[config.mk]
export PLATFORM = sky130hd
export DESIGN_NAME = rv32_mem_port_arbiter_flat
export DESIGN_NICKNAME = d
export VERILOG_FILES = /design/src/rtl/rv32_mem_port_arbiter_pkg.sv /design/src/rtl/rv32_mem_port_arbiter_if.sv /design/src/rtl/register.sv /design/src/rtl/rv32_mem_port_arbiter.sv /design/src/flat_wrapper.sv
export SDC_FILE = /design/constraint.sdc
export NUM_CORES = 1
export LEC_CHECK = 0
export ABC_AREA = 0
export BUFFER_PORTS_ARGS = -buffer_cell sky130_fd_sc_hd__buf_2
export CAP_MARGIN = 10
export CELL_PAD_IN_SITES_DETAIL_PLACEMENT = 0
export CELL_PAD_IN_SITES_GLOBAL_PLACEMENT = 1
export CORE_ASPECT_RATIO = 1.75
export CORE_UTILIZATION = 25
export CTS_CLUSTER_SIZE = 30
export DETAILED_ROUTE_END_ITERATION = 8
export HOLD_SLACK_MARGIN = 0.15
export PLACE_DENSITY = 0.7
export SYNTH_ARGS = -nofsm -noshare
export SYNTH_HDL_FRONTEND = slang
export SYNTH_SLANG_ARGS = --single-unit
[constraint.sdc]
create_clock -name clk -period 2.9 [get_ports clk]
set_clock_uncertainty 0.2 [all_clocks]
set_input_delay 0.435 -clock clk [delete_from_list [all_inputs] [get_ports clk]]
set_output_delay 0.435 -clock clk [all_outputs]
set_load 0.02 [all_outputs]
[src/rtl/rv32_mem_port_arbiter_pkg.sv]
// Shared types for the two-requester memory port arbiter: memory access/exception
// types reused by the memory map, plus arbiter state and request-register layout.
package rv32_mem_port_arbiter_pkg;

  typedef enum logic [1:0] {
    MEM_BYTE = 2'd0,
    MEM_HALF = 2'd1,
    MEM_WORD = 2'd2
  } mem_access_t;

  typedef struct packed {
    logic load_misaligned;
    logic load_fault;
    logic store_misaligned;
    logic store_fault;
  } mem_exception_mask_t;

  typedef logic [0:0] arb_state_t;
  localparam arb_state_t S_IDLE = 1'b0;
  localparam arb_state_t S_WAIT = 1'b1;

  localparam int MAX_ARB_LATENCY = 4;
  localparam int ARB_CNT_W       = $clog2(MAX_ARB_LATENCY + 1);

  // Layout of the latched request: 32 + 32 + 2 + 1 + 1 bits.
  typedef struct packed {
    logic [31:0] addr;
    logic [31:0] wr_data;
    mem_access_t access;
    logic        wr_ena;
    logic        owner;
  } arb_req_t;

endpackage

[src/rtl/rv32_mem_port_arbiter_if.sv]
// Requester-side bundle of the memory port arbiter: per-requester request inputs
// and the grant/completion outputs routed back to them.
interface rv32_mem_port_arbiter_if;
  import rv32_mem_port_arbiter_pkg::*;

  logic [1:0]          req;
  logic [31:0]         addr0;
  logic [31:0]         addr1;
  logic [31:0]         wr_data0;
  logic [31:0]         wr_data1;
  logic [1:0]          wr_ena;
  mem_access_t         access0;
  mem_access_t         access1;
  logic [1:0]          gnt;
  logic [1:0]          rd_valid;
  logic [31:0]         rd_data;
  mem_exception_mask_t exception0;
  mem_exception_mask_t exception1;

  modport master (
    output req, addr0, addr1, wr_data0, wr_data1, wr_ena, access0, access1,
    input  gnt, rd_valid, rd_data, exception0, exception1
  );

  modport slave (
    input  req, addr0, addr1, wr_data0, wr_data1, wr_ena, access0, access1,
    output gnt, rd_valid, rd_data, exception0, exception1
  );
endinterface

[src/rtl/register.sv]
// Generic N-bit register with load enable and synchronous active-high reset.
module register #(
  parameter int N = 1
) (
  input  logic         clk,
  input  logic         rst,
  input  logic         ena,
  input  logic [N-1:0] d,
  output logic [N-1:0] q
);
  always_ff @(posedge clk) begin
    if (rst)      q <= '0;
    else if (ena) q <= d;
  end
endmodule

[src/rtl/rv32_mem_port_arbiter.sv]
// Shares the single memory port between the multicycle core (requester 0) and a
// DMA/debug loader (requester 1); one access in flight, fixed LATENCY to completion.
module rv32_mem_port_arbiter
  import rv32_mem_port_arbiter_pkg::*;
#(
  parameter int LATENCY     = 1,
  parameter bit ROUND_ROBIN = 1'b1
) (
  input  logic                 clk,
  input  logic                 rst,
  rv32_mem_port_arbiter_if.slave bus,
  output logic                 busy,
  output logic [31:0]          mem_addr,
  output logic [31:0]          mem_wr_data,
  output logic                 mem_wr_ena,
  output mem_access_t          mem_access,
  input  logic [31:0]          mem_rd_data,
  input  mem_exception_mask_t  mem_exception
);

  arb_state_t           state;
  logic [ARB_CNT_W-1:0] cnt;
  logic                 last_winner;
  logic                 winner;
  logic                 grant;
  logic                 done;
  arb_req_t             cur_req;
  arb_req_t             held_req;
  logic                 held_wr_ena_unused;

  always_comb begin
    // NOTE: every combinational output gets a default first, so no path infers a latch.
    winner = 1'b0;
    case (bus.req)
      2'b10:   winner = 1'b1;
      2'b11:   winner = ROUND_ROBIN ? ~last_winner : 1'b0;
      default: winner = 1'b0;
    endcase
  end

  assign grant = (state == S_IDLE) && (bus.req != 2'b00) && !rst;
  assign done  = (state == S_WAIT) && (cnt == ARB_CNT_W'(1));

  assign cur_req = '{
    addr:    winner ? bus.addr1    : bus.addr0,
    wr_data: winner ? bus.wr_data1 : bus.wr_data0,
    access:  winner ? bus.access1  : bus.access0,
    wr_ena:  bus.wr_ena[winner],
    owner:   winner
  };

  register #(.N($bits(arb_req_t))) u_req_reg (
    .clk (clk),
    .rst (rst),
    .ena (grant),
    .d   (cur_req),
    .q   (held_req)
  );

  // The latched store flag is only carried for the downstream trace; the write
  // itself commits in the grant cycle.
  assign held_wr_ena_unused = held_req.wr_ena;

  always_ff @(posedge clk) begin
    // NOTE: state registers use non-blocking assignments so every flop samples pre-edge values.
    if (rst) begin
      state       <= S_IDLE;
      cnt         <= '0;
      last_winner <= 1'b1;
    end else begin
      case (state)
        S_IDLE: begin
          if (grant) begin
            state       <= S_WAIT;
            cnt         <= ARB_CNT_W'(LATENCY);
            last_winner <= winner;
          end
        end
        S_WAIT: begin
          cnt <= cnt - 1'b1;
          if (cnt == ARB_CNT_W'(1)) state <= S_IDLE;
        end
        default: state <= S_IDLE;
      endcase
    end
  end

  always_comb begin
    mem_addr    = '0;
    mem_wr_data = '0;
    mem_wr_ena  = 1'b0;
    mem_access  = MEM_BYTE;
    if (grant) begin
      mem_addr    = cur_req.addr;
      mem_wr_data = cur_req.wr_data;
      mem_wr_ena  = cur_req.wr_ena;
      mem_access  = cur_req.access;
    end else if (state == S_WAIT) begin
      mem_addr    = held_req.addr;
      mem_wr_data = held_req.wr_data;
      mem_access  = held_req.access;
    end
  end

  assign busy           = (state != S_IDLE);
  assign bus.gnt        = grant ? (winner ? 2'b10 : 2'b01) : 2'b00;
  assign bus.rd_valid   = done ? (held_req.owner ? 2'b10 : 2'b01) : 2'b00;
  assign bus.rd_data    = done ? mem_rd_data : '0;
  assign bus.exception0 = (done && !held_req.owner) ? mem_exception : '0;
  assign bus.exception1 = (done &&  held_req.owner) ? mem_exception : '0;

endmodule

[src/flat_wrapper.sv]
// flat-port wrapper written by rule: the top's interface ports become plain ports
module rv32_mem_port_arbiter_flat import rv32_mem_port_arbiter_pkg::*;
#(
  parameter int LATENCY     = 1,
  parameter bit ROUND_ROBIN = 1'b1
)
  (clk, rst, busy, mem_addr, mem_wr_data, mem_wr_ena, mem_access, mem_rd_data, mem_exception, bus_req, bus_addr0, bus_addr1, bus_wr_data0, bus_wr_data1, bus_wr_ena, bus_access0, bus_access1, bus_gnt, bus_rd_valid, bus_rd_data, bus_exception0, bus_exception1);
  rv32_mem_port_arbiter_if bus_i ();
  input  logic clk;
  input  logic rst;
  output logic busy;
  output logic [31:0] mem_addr;
  output logic [31:0] mem_wr_data;
  output logic mem_wr_ena;
  output mem_access_t mem_access;
  input  logic [31:0] mem_rd_data;
  input  mem_exception_mask_t mem_exception;
  input wire logic [$bits(bus_i.req)-1:0] bus_req;
  input wire logic [$bits(bus_i.addr0)-1:0] bus_addr0;
  input wire logic [$bits(bus_i.addr1)-1:0] bus_addr1;
  input wire logic [$bits(bus_i.wr_data0)-1:0] bus_wr_data0;
  input wire logic [$bits(bus_i.wr_data1)-1:0] bus_wr_data1;
  input wire logic [$bits(bus_i.wr_ena)-1:0] bus_wr_ena;
  input wire logic [$bits(bus_i.access0)-1:0] bus_access0;
  input wire logic [$bits(bus_i.access1)-1:0] bus_access1;
  output wire logic [$bits(bus_i.gnt)-1:0] bus_gnt;
  output wire logic [$bits(bus_i.rd_valid)-1:0] bus_rd_valid;
  output wire logic [$bits(bus_i.rd_data)-1:0] bus_rd_data;
  output wire logic [$bits(bus_i.exception0)-1:0] bus_exception0;
  output wire logic [$bits(bus_i.exception1)-1:0] bus_exception1;
  assign bus_i.req = bus_req;
  assign bus_i.addr0 = bus_addr0;
  assign bus_i.addr1 = bus_addr1;
  assign bus_i.wr_data0 = bus_wr_data0;
  assign bus_i.wr_data1 = bus_wr_data1;
  assign bus_i.wr_ena = bus_wr_ena;
  assign bus_i.access0 = bus_access0;
  assign bus_i.access1 = bus_access1;
  assign bus_gnt = bus_i.gnt;
  assign bus_rd_valid = bus_i.rd_valid;
  assign bus_rd_data = bus_i.rd_data;
  assign bus_exception0 = bus_i.exception0;
  assign bus_exception1 = bus_i.exception1;
  rv32_mem_port_arbiter #(.LATENCY(LATENCY), .ROUND_ROBIN(ROUND_ROBIN)) u_core (.clk(clk), .rst(rst), .bus(bus_i), .busy(busy), .mem_addr(mem_addr), .mem_wr_data(mem_wr_data), .mem_wr_ena(mem_wr_ena), .mem_access(mem_access), .mem_rd_data(mem_rd_data), .mem_exception(mem_exception));
endmodule
# Word level (Yosys, flattened, before mapping)
# Cells that the tools add are included.
dict set report word_totals {
  reg_bits 73
  inputBits 174
  out_inout_bits 112
  elab_cells 46
}
dict set report classes {
  add_sub_neg 1
  order_cmp 1
  eq_ne 4
  n_mux 25
  bitwise 2
  reduce_logical 9
}
# op n
set ops {}
lappend ops {{32-bit 2-to-1 mux} 7}
lappend ops {{2-bit 2-to-1 mux} 7}
lappend ops {{4-bit 2-to-1 mux} 2}
lappend ops {{3-bit case mux with 2 select lines} 1}
lappend ops {{1-bit logical AND} 5}
lappend ops {{1-bit 2-to-1 mux} 5}
lappend ops {{2-bit equality test, second input constant} 2}
lappend ops {{1-bit case mux with 2 select lines} 2}
lappend ops {{3-bit by 1-bit equality test with 1-bit output, second input constant} 1}
lappend ops {{3-bit 2-to-1 mux} 1}
lappend ops {{3-bit by 1-bit subtractor with 3-bit output, second input constant} 1}
lappend ops {{1-bit zero test} 2}
lappend ops {{1-bit by 2-bit < comparator with 1-bit output, second input constant} 1}
lappend ops {{2-bit by 1-bit != test with 1-bit output, second input constant} 1}
lappend ops {{1-bit inverter} 2}
lappend ops {{2-bit AND reduction} 1}
lappend ops {{2-bit nonzero test} 1}

# Longest topological paths before layout
dict set report depth {
  ltp_word 5
  mapped_depth 6
  ltp_nobuf 5
}

# Cells and area by module
# From an unflattened synthesis, not the netlist that was laid out.
dict set report hier_totals {
  cells_unflattened 455
  area_unflattened_um2 4445.5
}
# mod instances cells_each area_each_um2 seq_area_each_um2
set modules_own_cells {}
lappend modules_own_cells {register 1 220 2424.8 1361.3}
lappend modules_own_cells {rv32_mem_port_arbiter 1 235 2020.7 100.1}

# Worst setup path before layout
# OpenSTA, ideal clock, no wires.
dict set report synth_path {
  path_kind {register to output}
  from {reg u_core.state, in the netlist u_core.busy}
  to {out bus_exception0[0]}
  arrival_time_ns 1.715
  required_ns 2.265
  setup_slack_ns 0.550
  path_stages_with_launch 5
  path_cell_list {dfxtp_1 -> buf_2 -> and3b_1 -> nor2b_1 -> and2_1}
}
dict set report synth_via {
  elab_chain_len 3
}
# element line
set synth_rtl {}
lappend synth_rtl {{start, declared} rv32_mem_port_arbiter.sv:21} ;# arb_state_t state;
lappend synth_rtl {{start signal, assigned} rv32_mem_port_arbiter.sv:67} ;# state <= S_IDLE;
lappend synth_rtl {{start signal, assigned} rv32_mem_port_arbiter.sv:74} ;# state <= S_WAIT;
lappend synth_rtl {{start signal, assigned} rv32_mem_port_arbiter.sv:81} ;# if (cnt == ARB_CNT_W'(1)) state <= S_IDLE;
lappend synth_rtl {{1-bit logical AND} rv32_mem_port_arbiter.sv:42} ;# assign done = (state == S_WAIT) && (cnt == ARB_CNT_W'(1));
lappend synth_rtl {{1-bit logical AND} rv32_mem_port_arbiter.sv:109} ;# assign bus.exception0 = (done && !held_req.owner) ? mem_exception : '0;
lappend synth_rtl {{4-bit 2-to-1 mux} rv32_mem_port_arbiter.sv:109}
lappend synth_rtl {{end, declared} flat_wrapper.sv:29} ;# output wire logic [$bits(bus_i.exception0)-1:0] bus_exception0;
# Every way passes these cells.

# Worst setup path after layout
dict set report layout_path {
  from {reg u_core.state, in the netlist u_core.busy}
  to {out mem_addr[13]}
}
dict set report layout_via {
  elab_chain_len 4
  elab_cells_between_ends 5
  classes_between {mux (2); bitwise (1); reduce/logical (2)}
}
# element line
set layout_rtl {}
lappend layout_rtl {{1-bit inverter} rv32_mem_port_arbiter.sv:41} ;# assign grant = (state == S_IDLE) && (bus.req != 2'b00) && !rst;
lappend layout_rtl {{1-bit logical AND (2 in a row)} rv32_mem_port_arbiter.sv:41}
lappend layout_rtl {{32-bit 2-to-1 mux (*)} rv32_mem_port_arbiter.sv:93} ;# if (grant) begin
lappend layout_rtl {{end, declared} flat_wrapper.sv:12} ;# output logic [31:0] mem_addr;
# Every way passes the cells marked *; elsewhere a longest branch is shown, timed or not.

==> reports/qor.yml <==
pwr:
  irDropWorstVdd_uv: 218
  pwr-share-seq_pct: 35.9
  combinationalPowerShare_pct: 33.5
  power.internal_mw: 2.11
  leakage_nw: 3.30
  powerDensity_nw_per_um2: 485
  clock_power_share_pct: 30.6
  sw_frac_of_total_pct: 34.4
  power.net_switching_mw: 1.11
critical_path:
  r2r_start: "u_core.busy$_SDFF_PP0_"
  worstReg2RegEnd: "u_core.u_req_reg.q[30]$_SDFFE_PP0P_"
  cp_max_fo: 42
  reg2reg_depth: 5
  required_ns: 2.27
  rrSetupSlack_ns: 0.63
  arrival_ns: 2.02
  startpoint_type: "register"
  crit_end: "mem_addr[13]"
  cp-startpoint: "u_core.busy$_SDFF_PP0_"
  crit_path_end_kind: "output pin"
  crit_type: "register to output pin"
timing:
  setup_viol: 0
  fin_crit_sh_pct: 91.6
  hold_ws_ns: 0.164
  slew_headroom_pct: 48.8
  fmax_mhz: 377
  finalHoldViolations: 0
  tightest_slew_ns: 0.768
  maxSlewViolCount: 0
  finalSetupTns_ns: 0
  post-route-min-period_ns: 2.66
  rsz0062_at_grt: "no"
synth:
  synth_top_family_by_area: "compound AO/OA/AOI/OAI gates"
  synth_async_sr_flop_share_pct: 0
  synth_area_um2: 4600
  synth_fa_ha_area_share_pct: 0.544
  netlist_top_cells_count: "103 x and2_1, 72 x dfxtp_1, 68 x nor2_1"
  yosysWarnings: 0
  synth_area_per_cell_um2: 7.67
  synth-compound-area-share_pct: 33.7
  yosys.area_share.xor_xnor_pct: 0.190
  synth.most_common_cell: "and2_1"
  yosys.area.top_type: "dfxtp_1"
  yosysTopAreaCellShare_pct: 31.3
  synthCells: 600
  synth_edf_count: 0
  syn_nets: 776
  synth.area.mux_share_pct: 0
  synth-seq-cells: 72
  synth_area_leaders: "dfxtp_1 31%, a221o_1 14%, and2_1 14%"
  synth_cell_types: 29
  synth_flop_cell: "dfxtp_1"
  synth-simple-area-share_pct: 27.7
  ys_seq_area_share_pct: 31.3
route:
  avgViaCountPerCell: 5.04
  antenna_left: 0
  dr.pass1.iters: 4
  drc: 0
  drtIter0Drc: 190
  routedWlPerCell_um: 16.2
  wirelength_um: 17900
  dr_total_vias: 5562
placement:
  numPortBuffers: 285
  dp_hpwl_um: 12600
  gp_congestion: 0.748
floorplanning:
  die_w_um: 105
  row_count: 65
  core_area_um2: 18100
  dieArea_um2: 19000
  io_pins: 286
  die_y_um: 181
  initial_utilization_pct: 25.5
cells_and_area:
  multi_input_area_um2: 2880
  area_delta_synth_final_pct: 44.3
  seqCellArea_um2: 1440
  fillers: 2009
  drive_above_1_share_pct: 37.1
  nets: 1041
global_route:
  grt_overflow: 0
  grt_first_pass_wirelength_um: 27900
  grt_max_degree: 67
  grt_use_total_pct: 18.4
  grt_pass1_vias: 5322
  grt_antenna_before_repair: 1
run_status:
  status: "finished, final reports clean"
clock_tree:
  cts_setup_buffers: 0
  clock-sinks: 72
  cts_root_buf: "clkbuf_16"
  tritoncts: "built"
  numCtsBuffers: 9
  clkTransAtPathRegs_ns: 0.06
  clockBufferDepth: 2
  clk_latency_ns: 0.32
  cts_resized: 0
  cts_max_level: 3
hold_path:
  hp-class: "input pin to register"
flow_run:
  drv_cap: 0
cell type report:
type                            count  share of cell area (%)
Tap cell                          234                    4.41
Multi-Input combinational cell    462                    43.4
Clock inverter                      4                   0.339
Antenna cell                        1                  0.0377
Timing Repair Buffer              317                    26.4
Sequential cell                    72                    21.7
Clock buffer                       11                    3.51
Inverter                            3                   0.170
stage by stage:
stage | util [%] | total power, mW | instances | setup slack, ns | instance area [µm²]
floorplan | - | 1.83 | 600 | 0.550 | 4600
global placement | 34.5 | 2.24 | 1073 | 0.373 | 6230
detailed placement | 34.5 | 2.25 | 1073 | 0.340 | 6230
CTS | 36.8 | 3.28 | 1103 | 0.219 | 6640
global route | 36.8 | 3.42 | 1103 | 0.0935 | 6640
finish | 36.8 | 3.22 | 1104 | 0.245 | 6640
power by group through the flow:
stage | Clock (mW) | Sequential, mW | Combinational [mW]
after floorplan | 0 | 1.15 | 0.681
after global placement | 0 | 1.17 | 1.07
after detailed placement | 0 | 1.18 | 1.07
after CTS | 1.03 | 1.15 | 1.09
after global routing | 1.07 | 1.17 | 1.18
final | 0.985 | 1.15 | 1.08
worst min path at each step:
| stage | cells past startpoint | end | startpoint |
|---|---|---|---|
| 6_report | 3 | u_core.u_req_reg.q[33]$_SDFFE_PP0P_ | bus_wr_data0[29] |
| 5_1_grt | 3 | u_core.u_req_reg.q[32]$_SDFFE_PP0P_ | bus_wr_data0[28] |
| 4_1_cts | 3 | u_core.u_req_reg.q[13]$_SDFFE_PP0P_ | bus_wr_data0[9] |
| 3_5_place_dp | 2 | u_core.u_req_reg.q[52]$_SDFFE_PP0P_ | u_core.u_req_reg.q[52]$_SDFFE_PP0P_ |
| 3_3_place_gp | 2 | u_core.u_req_reg.q[22]$_SDFFE_PP0P_ | u_core.u_req_reg.q[22]$_SDFFE_PP0P_ |
| 2_1_floorplan | 1 | u_core.cnt[0]$_SDFFE_PP0P_ | u_core.cnt[0]$_SDFFE_PP0P_ |
placed cells by master, fill, tap and decap left out, drive strengths merged:
cell type,instances
inv,3
a21boi,1
nor4,1
a211oi,67
o21bai,1
nor4b,2
and2,103
nor2,68
xor2,1
clkinvlp,1
buf,302
clkinv,3
clkbuf,11
o21ba,1
nand2,67
and3,4
a22o,1
dlygate4sd3,15
a221o,66
nor2b,2
dfxtp,72
ha,2
and3b,1
a211o,1
a21oi,67
diode,1
nor3,5
a21bo,1
worst max-delay path: stages, from the launching register on:
cell     delay [ns]
dfxtp_2        0.50
nor3_4         0.31
buf_4          0.43
a221o_1        0.24
buf_2          0.16
sequential cells by signal, summed over array words and instances (netlist names):
name	cells
u_core.busy	1
u_core.u_req_reg.q	67
u_core.cnt	3
u_core.last_winner	1
cell families after synthesis:
kind of cell    count (synthesis)
compound gates                206
xor+xnor                        1
flops                          72
simple gates                  253
fa+ha+maj                       2
buf+inv                        66
repair_timing:
item,4_1_cts,5_1_grt
endpoints found under the hold margin,15,0
hold buffers,15,0
endpoints found under the setup margin,0,0
per-layer routing:
layer / track usage [%] / vias to the layer above / routed length [µm]
li1: - / 2710 / -
met1: 19.0 / 2606 / 6850
met2: 35.9 / 225 / 9650
met3: 3.23 / 21 / 991
met4: 6.74 / 0 / 423
met5: 0 / - / 0
No activity file was read; power rests on OpenSTA's default activity.
